`src/rtl/palette_pkg.sv`:
```
// Shared types and constants for the multi-channel palette RAM.
package palette_pkg;

  localparam int CH_SEL_W   = 2;
  localparam int CPU_DATA_W = 16;

  // Starvation counter: 4 bits, saturating at 15.
  localparam int             CNT_W   = 4;
  localparam logic [CNT_W-1:0] CNT_MAX = 4'd15;

  // CPU access sequencing.
  typedef enum logic [1:0] {
    IDLE = 2'd0,
    PEND = 2'd1,
    ACC  = 2'd2,
    ACK  = 2'd3
  } cpu_state_e;

  // Width of the packed pixel output bus.
  function automatic int pix_out_width(input int num_ch, input int col_w);
    return num_ch * col_w;
  endfunction

endpackage

```
`src/rtl/palette_ch_ram.sv`:
```
// One colour channel: single-port synchronous RAM, COL_W x 2**ADDR_W.
// Contents are not initialised; the read data register holds when en=0.
module palette_ch_ram
  import palette_pkg::*;
#(
  parameter int COL_W  = 5,
  parameter int ADDR_W = 8
) (
  input  logic              clk,
  input  logic              en,
  input  logic              we,
  input  logic [ADDR_W-1:0] addr,
  input  logic [COL_W-1:0]  wdata,
  output logic [COL_W-1:0]  rdata
);

  logic [COL_W-1:0] mem_q [2**ADDR_W];
  logic [COL_W-1:0] rdata_q;

  // One access per enabled cycle; a write returns the old contents.
  always_ff @(posedge clk) begin
    if (en) begin
      if (we) begin
        mem_q[addr] <= wdata;
      end
      rdata_q <= mem_q[addr];
    end
  end

  assign rdata = rdata_q;

endmodule

```
`src/rtl/palette_ram_mc.sv`:
```
// Multi-channel palette RAM with a 2-cycle pixel lookup pipeline and a
// req/ack CPU port that steals RAM cycles under a starvation guard.
// Optional build macro PALETTE_BANK_EN adds PAL_BANK and doubles depth.
module palette_ram_mc
  import palette_pkg::*;
#(
  parameter int NUM_CH       = 3,
  parameter int COL_W        = 5,
  parameter int IDX_W        = 8,
  parameter int STARVE_LIMIT = 4
) (
  input  logic                                     CLK_32M,
  input  logic                                     RESET_N,
  input  logic                                     PIX_CE,
  input  logic [IDX_W-1:0]                         PIX_IDX,
  input  logic                                     BLANK,
`ifdef PALETTE_BANK_EN
  input  logic                                     PAL_BANK,
`endif
  output logic [pix_out_width(NUM_CH, COL_W)-1:0]  PIX_OUT,
  output logic                                     PIX_VALID,
  input  logic                                     CPU_REQ,
  input  logic                                     CPU_WE,
`ifdef PALETTE_BANK_EN
  input  logic [IDX_W+2:0]                         CPU_ADDR,
`else
  input  logic [IDX_W+1:0]                         CPU_ADDR,
`endif
  input  logic [CPU_DATA_W-1:0]                    CPU_DIN,
  output logic [CPU_DATA_W-1:0]                    CPU_DOUT,
  output logic                                     CPU_ACK
);

  localparam int OUT_W = pix_out_width(NUM_CH, COL_W);
`ifdef PALETTE_BANK_EN
  localparam int RAM_AW = IDX_W + 1;
`else
  localparam int RAM_AW = IDX_W;
`endif
  localparam logic [CNT_W-1:0] LIMIT = CNT_W'(STARVE_LIMIT);

  function automatic logic [CNT_W-1:0] sat_inc(input logic [CNT_W-1:0] v);
    return (v == CNT_MAX) ? v : v + CNT_W'(1);
  endfunction

  // Pixel-side RAM address
  logic [RAM_AW-1:0] pix_addr;
`ifdef PALETTE_BANK_EN
  assign pix_addr = {PAL_BANK, PIX_IDX};
`else
  assign pix_addr = PIX_IDX;
`endif

  // CPU request state
  cpu_state_e                 state_q, state_d;
  logic [CNT_W-1:0]           cnt_q, cnt_d;
  logic                       we_q, we_d;
  logic [RAM_AW+CH_SEL_W-1:0] addr_q, addr_d;
  logic [COL_W-1:0]           din_q, din_d;
  logic [CPU_DATA_W-1:0]      dout_q, dout_d;

  logic [CH_SEL_W-1:0]   sel;
  logic [RAM_AW-1:0]     entry;
  logic                  cpu_own;
  logic [COL_W-1:0]      ch_rdata [NUM_CH];
  logic [CPU_DATA_W-1:0] cpu_rdata;
  logic [OUT_W-1:0]      pix_word;

  assign sel     = addr_q[RAM_AW +: CH_SEL_W];
  assign entry   = addr_q[RAM_AW-1:0];
  assign cpu_own = (state_q == ACC);

  // Write data above COL_W is ignored.
  logic unused_din;
  generate
    if (COL_W < CPU_DATA_W) begin : g_din_unused
      assign unused_din = ^CPU_DIN[CPU_DATA_W-1:COL_W];
    end else begin : g_din_full
      assign unused_din = 1'b0;
    end
  endgenerate

  // Channel RAMs: the CPU owns every RAM in ACC, pixels otherwise.
  // A channel select with no matching RAM enables nothing.
  genvar g;
  generate
    for (g = 0; g < NUM_CH; g++) begin : g_ch
      palette_ch_ram #(
        .COL_W (COL_W),
        .ADDR_W(RAM_AW)
      ) u_ram (
        .clk  (CLK_32M),
        .en   (cpu_own ? (sel == CH_SEL_W'(g)) : PIX_CE),
        .we   (cpu_own && we_q && (sel == CH_SEL_W'(g))),
        .addr (cpu_own ? entry : pix_addr),
        .wdata(din_q),
        .rdata(ch_rdata[g])
      );
    end
  endgenerate

  // Select the CPU read channel; unmatched selects read as zero.
  always_comb begin
    cpu_rdata = '0;
    for (int c = 0; c < NUM_CH; c++) begin
      if (sel == CH_SEL_W'(c)) cpu_rdata = CPU_DATA_W'(ch_rdata[c]);
    end
  end

  // Pack channel read data, channel 0 in the LSBs.
  always_comb begin
    pix_word = '0;
    for (int c = 0; c < NUM_CH; c++) begin
      pix_word[c*COL_W +: COL_W] = ch_rdata[c];
    end
  end

  // CPU FSM next state: latch, wait for a slot, access, acknowledge.
  always_comb begin
    state_d = state_q;
    cnt_d   = cnt_q;
    we_d    = we_q;
    addr_d  = addr_q;
    din_d   = din_q;
    dout_d  = dout_q;
    case (state_q)
      IDLE: begin
        if (CPU_REQ) begin
          we_d    = CPU_WE;
          addr_d  = CPU_ADDR;
          din_d   = CPU_DIN[COL_W-1:0];
          state_d = PEND;
        end
      end
      PEND: begin
        if (!PIX_CE || (cnt_q >= LIMIT)) state_d = ACC;
        else                             cnt_d   = sat_inc(cnt_q);
      end
      ACC: state_d = ACK;
      ACK: begin
        state_d = IDLE;
        cnt_d   = '0;
        if (!we_q) dout_d = cpu_rdata;
      end
      default: state_d = IDLE;
    endcase
  end

  // Pixel pipeline stage inputs and output register next values.
  logic             vld_p0_q, vld_p0_d;
  logic             blank_p0_q, blank_p0_d;
  logic             drop_p0_q, drop_p0_d;
  logic             pix_valid_q, pix_valid_d;
  logic [OUT_W-1:0] pix_out_q, pix_out_d;

  // A slot that coincides with ACC is dropped and repeats the last colour.
  always_comb begin
    vld_p0_d    = PIX_CE;
    blank_p0_d  = BLANK;
    drop_p0_d   = PIX_CE && cpu_own;
    pix_valid_d = vld_p0_q;
    pix_out_d   = pix_out_q;
    if (vld_p0_q && !drop_p0_q) begin
      pix_out_d = blank_p0_q ? '0 : pix_word;
    end
  end

  // Control and output registers.
  always_ff @(posedge CLK_32M or negedge RESET_N) begin
    if (!RESET_N) begin
      state_q     <= IDLE;
      cnt_q       <= '0;
      dout_q      <= '0;
      vld_p0_q    <= 1'b0;
      blank_p0_q  <= 1'b0;
      drop_p0_q   <= 1'b0;
      pix_valid_q <= 1'b0;
      pix_out_q   <= '0;
    end else begin
      state_q     <= state_d;
      cnt_q       <= cnt_d;
      dout_q      <= dout_d;
      // p0: RAM read issued, slot attributes travel with it
      vld_p0_q    <= vld_p0_d;
      blank_p0_q  <= blank_p0_d;
      drop_p0_q   <= drop_p0_d;
      // p1: colour registered onto the output
      pix_valid_q <= pix_valid_d;
      pix_out_q   <= pix_out_d;
    end
  end

  // Latched request payload; only meaningful outside IDLE.
  always_ff @(posedge CLK_32M) begin
    we_q   <= we_d;
    addr_q <= addr_d;
    din_q  <= din_d;
  end

  assign PIX_OUT   = pix_out_q;
  assign PIX_VALID = pix_valid_q;
  assign CPU_ACK   = (state_q == ACK);
  assign CPU_DOUT  = ((state_q == ACK) && !we_q) ? cpu_rdata : dout_q;

endmodule

```
`config.mk`:
```
export PLATFORM = sky130hd
export DESIGN_NAME = palette_ram_mc
export DESIGN_NICKNAME = d
export VERILOG_FILES = /design/src/rtl/palette_pkg.sv /design/src/rtl/palette_ch_ram.sv /design/src/rtl/palette_ram_mc.sv
export SDC_FILE = /design/constraint.sdc
export NUM_CORES = 2
export LEC_CHECK = 0
export BUFFER_PORTS_ARGS = -buffer_cell sky130_fd_sc_hd__buf_4
export CAP_MARGIN = 20
export CORE_MARGIN = 10
export CORE_UTILIZATION = 40
export CTS_CLUSTER_DIAMETER = 200
export DETAILED_ROUTE_END_ITERATION = 10
export PLACE_DENSITY_LB_ADDON = 0.12
export RECOVER_POWER = 25
export SLEW_MARGIN = 20
export SYNTH_ARGS = -nofsm -noshare
export SYNTH_HDL_FRONTEND = slang
export SYNTH_SLANG_ARGS = --single-unit
export TNS_END_PERCENT = 20
```
`constraint.sdc`:
```
create_clock -name CLK_32M -period 16 [get_ports CLK_32M]
set_input_delay 3.2 -clock CLK_32M [delete_from_list [all_inputs] [get_ports CLK_32M]]
set_output_delay 3.2 -clock CLK_32M [all_outputs]
set_load 0.01 [all_outputs]
```
==> flow_metrics.env <==
export IMPL_cts_tree="yes"
export IMPL_maxCapViolations=19
export IMPL_slew_violations=1815
export IMPL_rr_startpoint="din_q[1]"
export IMPL_switchingPower_mw=7.41
export IMPL_worst_path_max_fanout=196
export IMPL_drt_vias_per_instance=5.64
export IMPL_clock_sink_count=3901
export IMPL_synth_async_sr_flop_share_pct=0.769
export IMPL_yosysTopAreaCell="edfxtp_1"
export IMPL_power_frac_clock_pct=34.8
export IMPL_start_util_pct=40.1
export IMPL_r2r_slack_ns=5.28
export IMPL_outcome="finished, violations left"
export IMPL_synth_cell_types=50
export IMPL_hold_buffers=0
export IMPL_post_drt_wl_per_cell_um=30.3
export IMPL_p_leak_nw=54.6
export IMPL_ir_drop_v=0.000136
export IMPL_antenna_left=0
export IMPL_rr_worst_depth=5
export IMPL_hold_class="reg2reg"
export IMPL_min_to="PIX_VALID"
export IMPL_routed_wl_um=415000
export IMPL_power_per_cell_area_mw_per_mm2=153
export IMPL_area_delta_synth_final_pct=12.1
export IMPL_clk_latency_ns=0.94
export IMPL_synth_main_ff_cell="edfxtp_1"
export IMPL_dp_hpwl_um=241000
export IMPL_cts_buffers=404
export IMPL_cts_resized=0
export IMPL_worst_slew_pin_slew_ns=9.45
export IMPL_syn_area_per_cell_um2=18.3
export IMPL_drt_first_pass_iters=8
export IMPL_comb_power_share_pct=19.8
export IMPL_die_x_um=636
export IMPL_regArea_mm2=0.117
export IMPL_crit_family="buffers and inverters"
export IMPL_die_area_mm2=0.405
export IMPL_grt_usage_pct=19.8
export IMPL_cpMostUsedCell="buf_4"
export IMPL_num_rows=226
export IMPL_gp_congestion=0.793
export IMPL_yosysWarnings=0
export IMPL_critPathLaunchType="register"
export IMPL_cp_end_kind="register"
export IMPL_vias=77200
export IMPL_grt_max_degree=197
export IMPL_dpl_instance_area_mm2=0.158
export IMPL_seqPwrFrac_pct=45.5
export IMPL_synthCells=8283
export IMPL_min_period_over_period_pct=67.0
export IMPL_multi_input_area_mm2=0.0325
export IMPL_critPathBufInv=5
export IMPL_drive_gt1_share_pct=13.5
export IMPL_finalHoldViolCount=0
export IMPL_yosysMostFrequentCell="edfxtp_1"
export IMPL_clk_pin_slew_ns=0.06
export IMPL_cp_required_ns=16.56
export IMPL_fin_crit_ns=10.72
export IMPL_nets=8410
export IMPL_nFillCells=32400
export IMPL_synthTopCellsByArea="edfxtp_1 77%, mux2i_1 8.0%, mux4_2 5.3%"
export IMPL_cts_root_buf="clkbuf_16"
export IMPL_drc=0
export IMPL_r2r_end="g_ch[1].u_ram.mem_q[115][1]"
export IMPL_synth_edf_count=3871
export IMPL_crit_chain="clkbuf_1 -> buf_4 -> buf_4 -> buf_16 -> buf_4"
export IMPL_top_level_ports=73
export IMPL_cts_max_level=5
export IMPL_dr_first_iter_drc_count=7486
export IMPL_synth_seq_cells=3901
export IMPL_ctsLongestPathBuffers=4
export IMPL_instances_no_fill=13700
export IMPL_p_int_mw=18.6
export IMPL_relSlewSlack_pct=-530
export IMPL_io_buffers=50
export IMPL_syn_cell_area_mm2=0.152
export IMPL_failed_checks="capacitance limit, slew limit"
export IMPL_grt_pass1_wl_um=587000
export IMPL_critPathKind="reg2reg"
export IMPL_fin_tns_setup_ns=0
export IMPL_worst_path_max_delay_cell="clkbuf_1"
export IMPL_finalSetupViolCount=0
export IMPL_cp_data_arrival_time_ns=11.28
export IMPL_cts_setup_buffers=0
export IMPL_antenna_found_initial=21
export IMPL_dieHeight_um=636
export IMPL_postLayoutCellArea_mm2=0.170
export IMPL_grt_pass1_vias=79100
export IMPL_skew_ns=0.0379
export IMPL_design_core_area_mm2=0.379
export IMPL_cp_slowest_stage_delay_ns=6.49
export IMPL_max_freq_mhz=93.3
export IMPL_rsz0062_at_grt="false"
export IMPL_min_from="pix_valid_d"
export IMPL_synth_yosys_seq_area_share_pct=77.0
export IMPL_dp_cells=13000
export IMPL_synth_top_area_share_pct=76.5
export IMPL_gr_total_overflow=0
export IMPL_synthTopCellsByCount="3871 x edfxtp_1, 1207 x mux2i_1, 795 x nor2_1, 601 x o22ai_1, 360 x mux4_2"
export IMPL_worstHoldPathCells=0
export IMPL_switching_share_pct=28.5
[cell type report]
| class | count | area share (%) |
|---|---|---|
| sequential | 3901 | 68.7 |
| multi-input combinational | 3818 | 19.1 |
| tap | 5016 | 3.69 |
| inverter | 6 | 0.0132 |
| clock buffer | 512 | 6.30 |
| clock inverter | 217 | 1.09 |
| timing repair buffer | 233 | 1.11 |
| antenna | 5 | 0.00735 |
[worst reg2reg max path, delay by kind of cell (launching register included)]
kind	cells	cell delay (ns)
buffers and inverters	5	9.94
flip-flops	1	0.35
[cell families (layout without fill, tap and decap cells)]
family,count (synthesis),in the layout,share of synthesized area [%]
buffers and inverters,574,968,1.86
AOI/OAI and AO/OA,1009,1009,4.43
DFF,3901,3901,77.0
other,1,16,0.00247
muxes,1570,1570,13.3
adders and majority gates,6,6,0.0494
and+or+nand+nor,1221,1221,3.32
xor gates and xnor gates,1,1,0.00577
[power groups by stage]
stage | registers, mW | clock network, mW | logic, mW
after global routing | 11.8 | 9.63 | 5.44
after detailed placement | 12.0 | 0 | 5.21
after floorplan | 12.5 | 0 | 3.02
final | 11.8 | 9.04 | 5.15
after CTS | 11.8 | 9.21 | 5.22
after global placement | 12.0 | 0 | 5.17
[placed cells by master (no fill, tap or decap), types with 4 or more instances in the layout]
cell        count
edfxtp_1     3871
mux2i_1      1206
nor2_1        794
o22ai_1       601
clkbuf_16     414
mux4_2        360
nand2_1       238
buf_4         172
o41ai_1       145
clkbuf_1      121
a22oi_1       120
a21oi_1        97
clkinv_1       92
nand4_1        90
clkinv_2       68
dfrtp_1        30
bufinv_16      29
o21ai_0        25
nand2b_1       23
clkbuf_4       17
nand2_2        16
buf_12         16
and4_1         15
clkinvlp_4     12
conb_1         11
nand3_2         9
inv_6           9
inv_1           6
nand2_4         6
diode_2         5
nand3_1         5
o41ai_2         5
ha_1            5
nor2b_1         4
[state kept, by name (all words and copies together), names as in the netlist]
signal and cells:
cnt_q 4, addr_q 10, dout_q 5, blank_p0_q 1, PIX_VALID 1, din_q 5, drop_p0_q 1, g_ch.u_ram.rdata 15
pix_valid_d 1, we_q 1, state_q 2, PIX_OUT 15, g_ch.u_ram.mem_q 3840
[stage by stage]
stage | util [%] | setup slack (ns) | total power, mW | hold WS (ns)
floorplan | - | 4.86 | 15.5 | 0.355
global placement | 41.7 | 7.24 | 17.1 | 0.388
detailed placement | 41.7 | 7.26 | 17.2 | 0.396
CTS | 45.0 | 8.28 | 26.2 | 0.409
global route | 45.0 | 4.16 | 26.9 | 0.393
finish | 45.0 | 5.28 | 26.0 | 0.381
[routing by layer]
layer,wire (um),global-route usage (%),vias up
met3,23800,2.92,620
met5,41,0,-
li1,-,-,33600
met1,177000,27.2,40600
met2,201000,32.9,2390
met4,12800,5.95,6
[worst max-delay path by stage]
stage	start	to	slack, ns	cells after the start
2_1_floorplan	din_q[0]	g_ch[0].u_ram.mem_q[0][0]	4.86	0
3_3_place_gp	PIX_IDX[1]	g_ch[1].u_ram.rdata[3]	7.24	11
3_5_place_dp	PIX_IDX[1]	g_ch[1].u_ram.rdata[3]	7.26	11
4_1_cts	PIX_IDX[1]	g_ch[1].u_ram.rdata[3]	8.28	11
5_1_grt	din_q[1]	g_ch[1].u_ram.mem_q[114][1]	4.16	5
6_report	din_q[1]	g_ch[1].u_ram.mem_q[115][1]	5.28	5
Power figures use the tool's default switching activity.
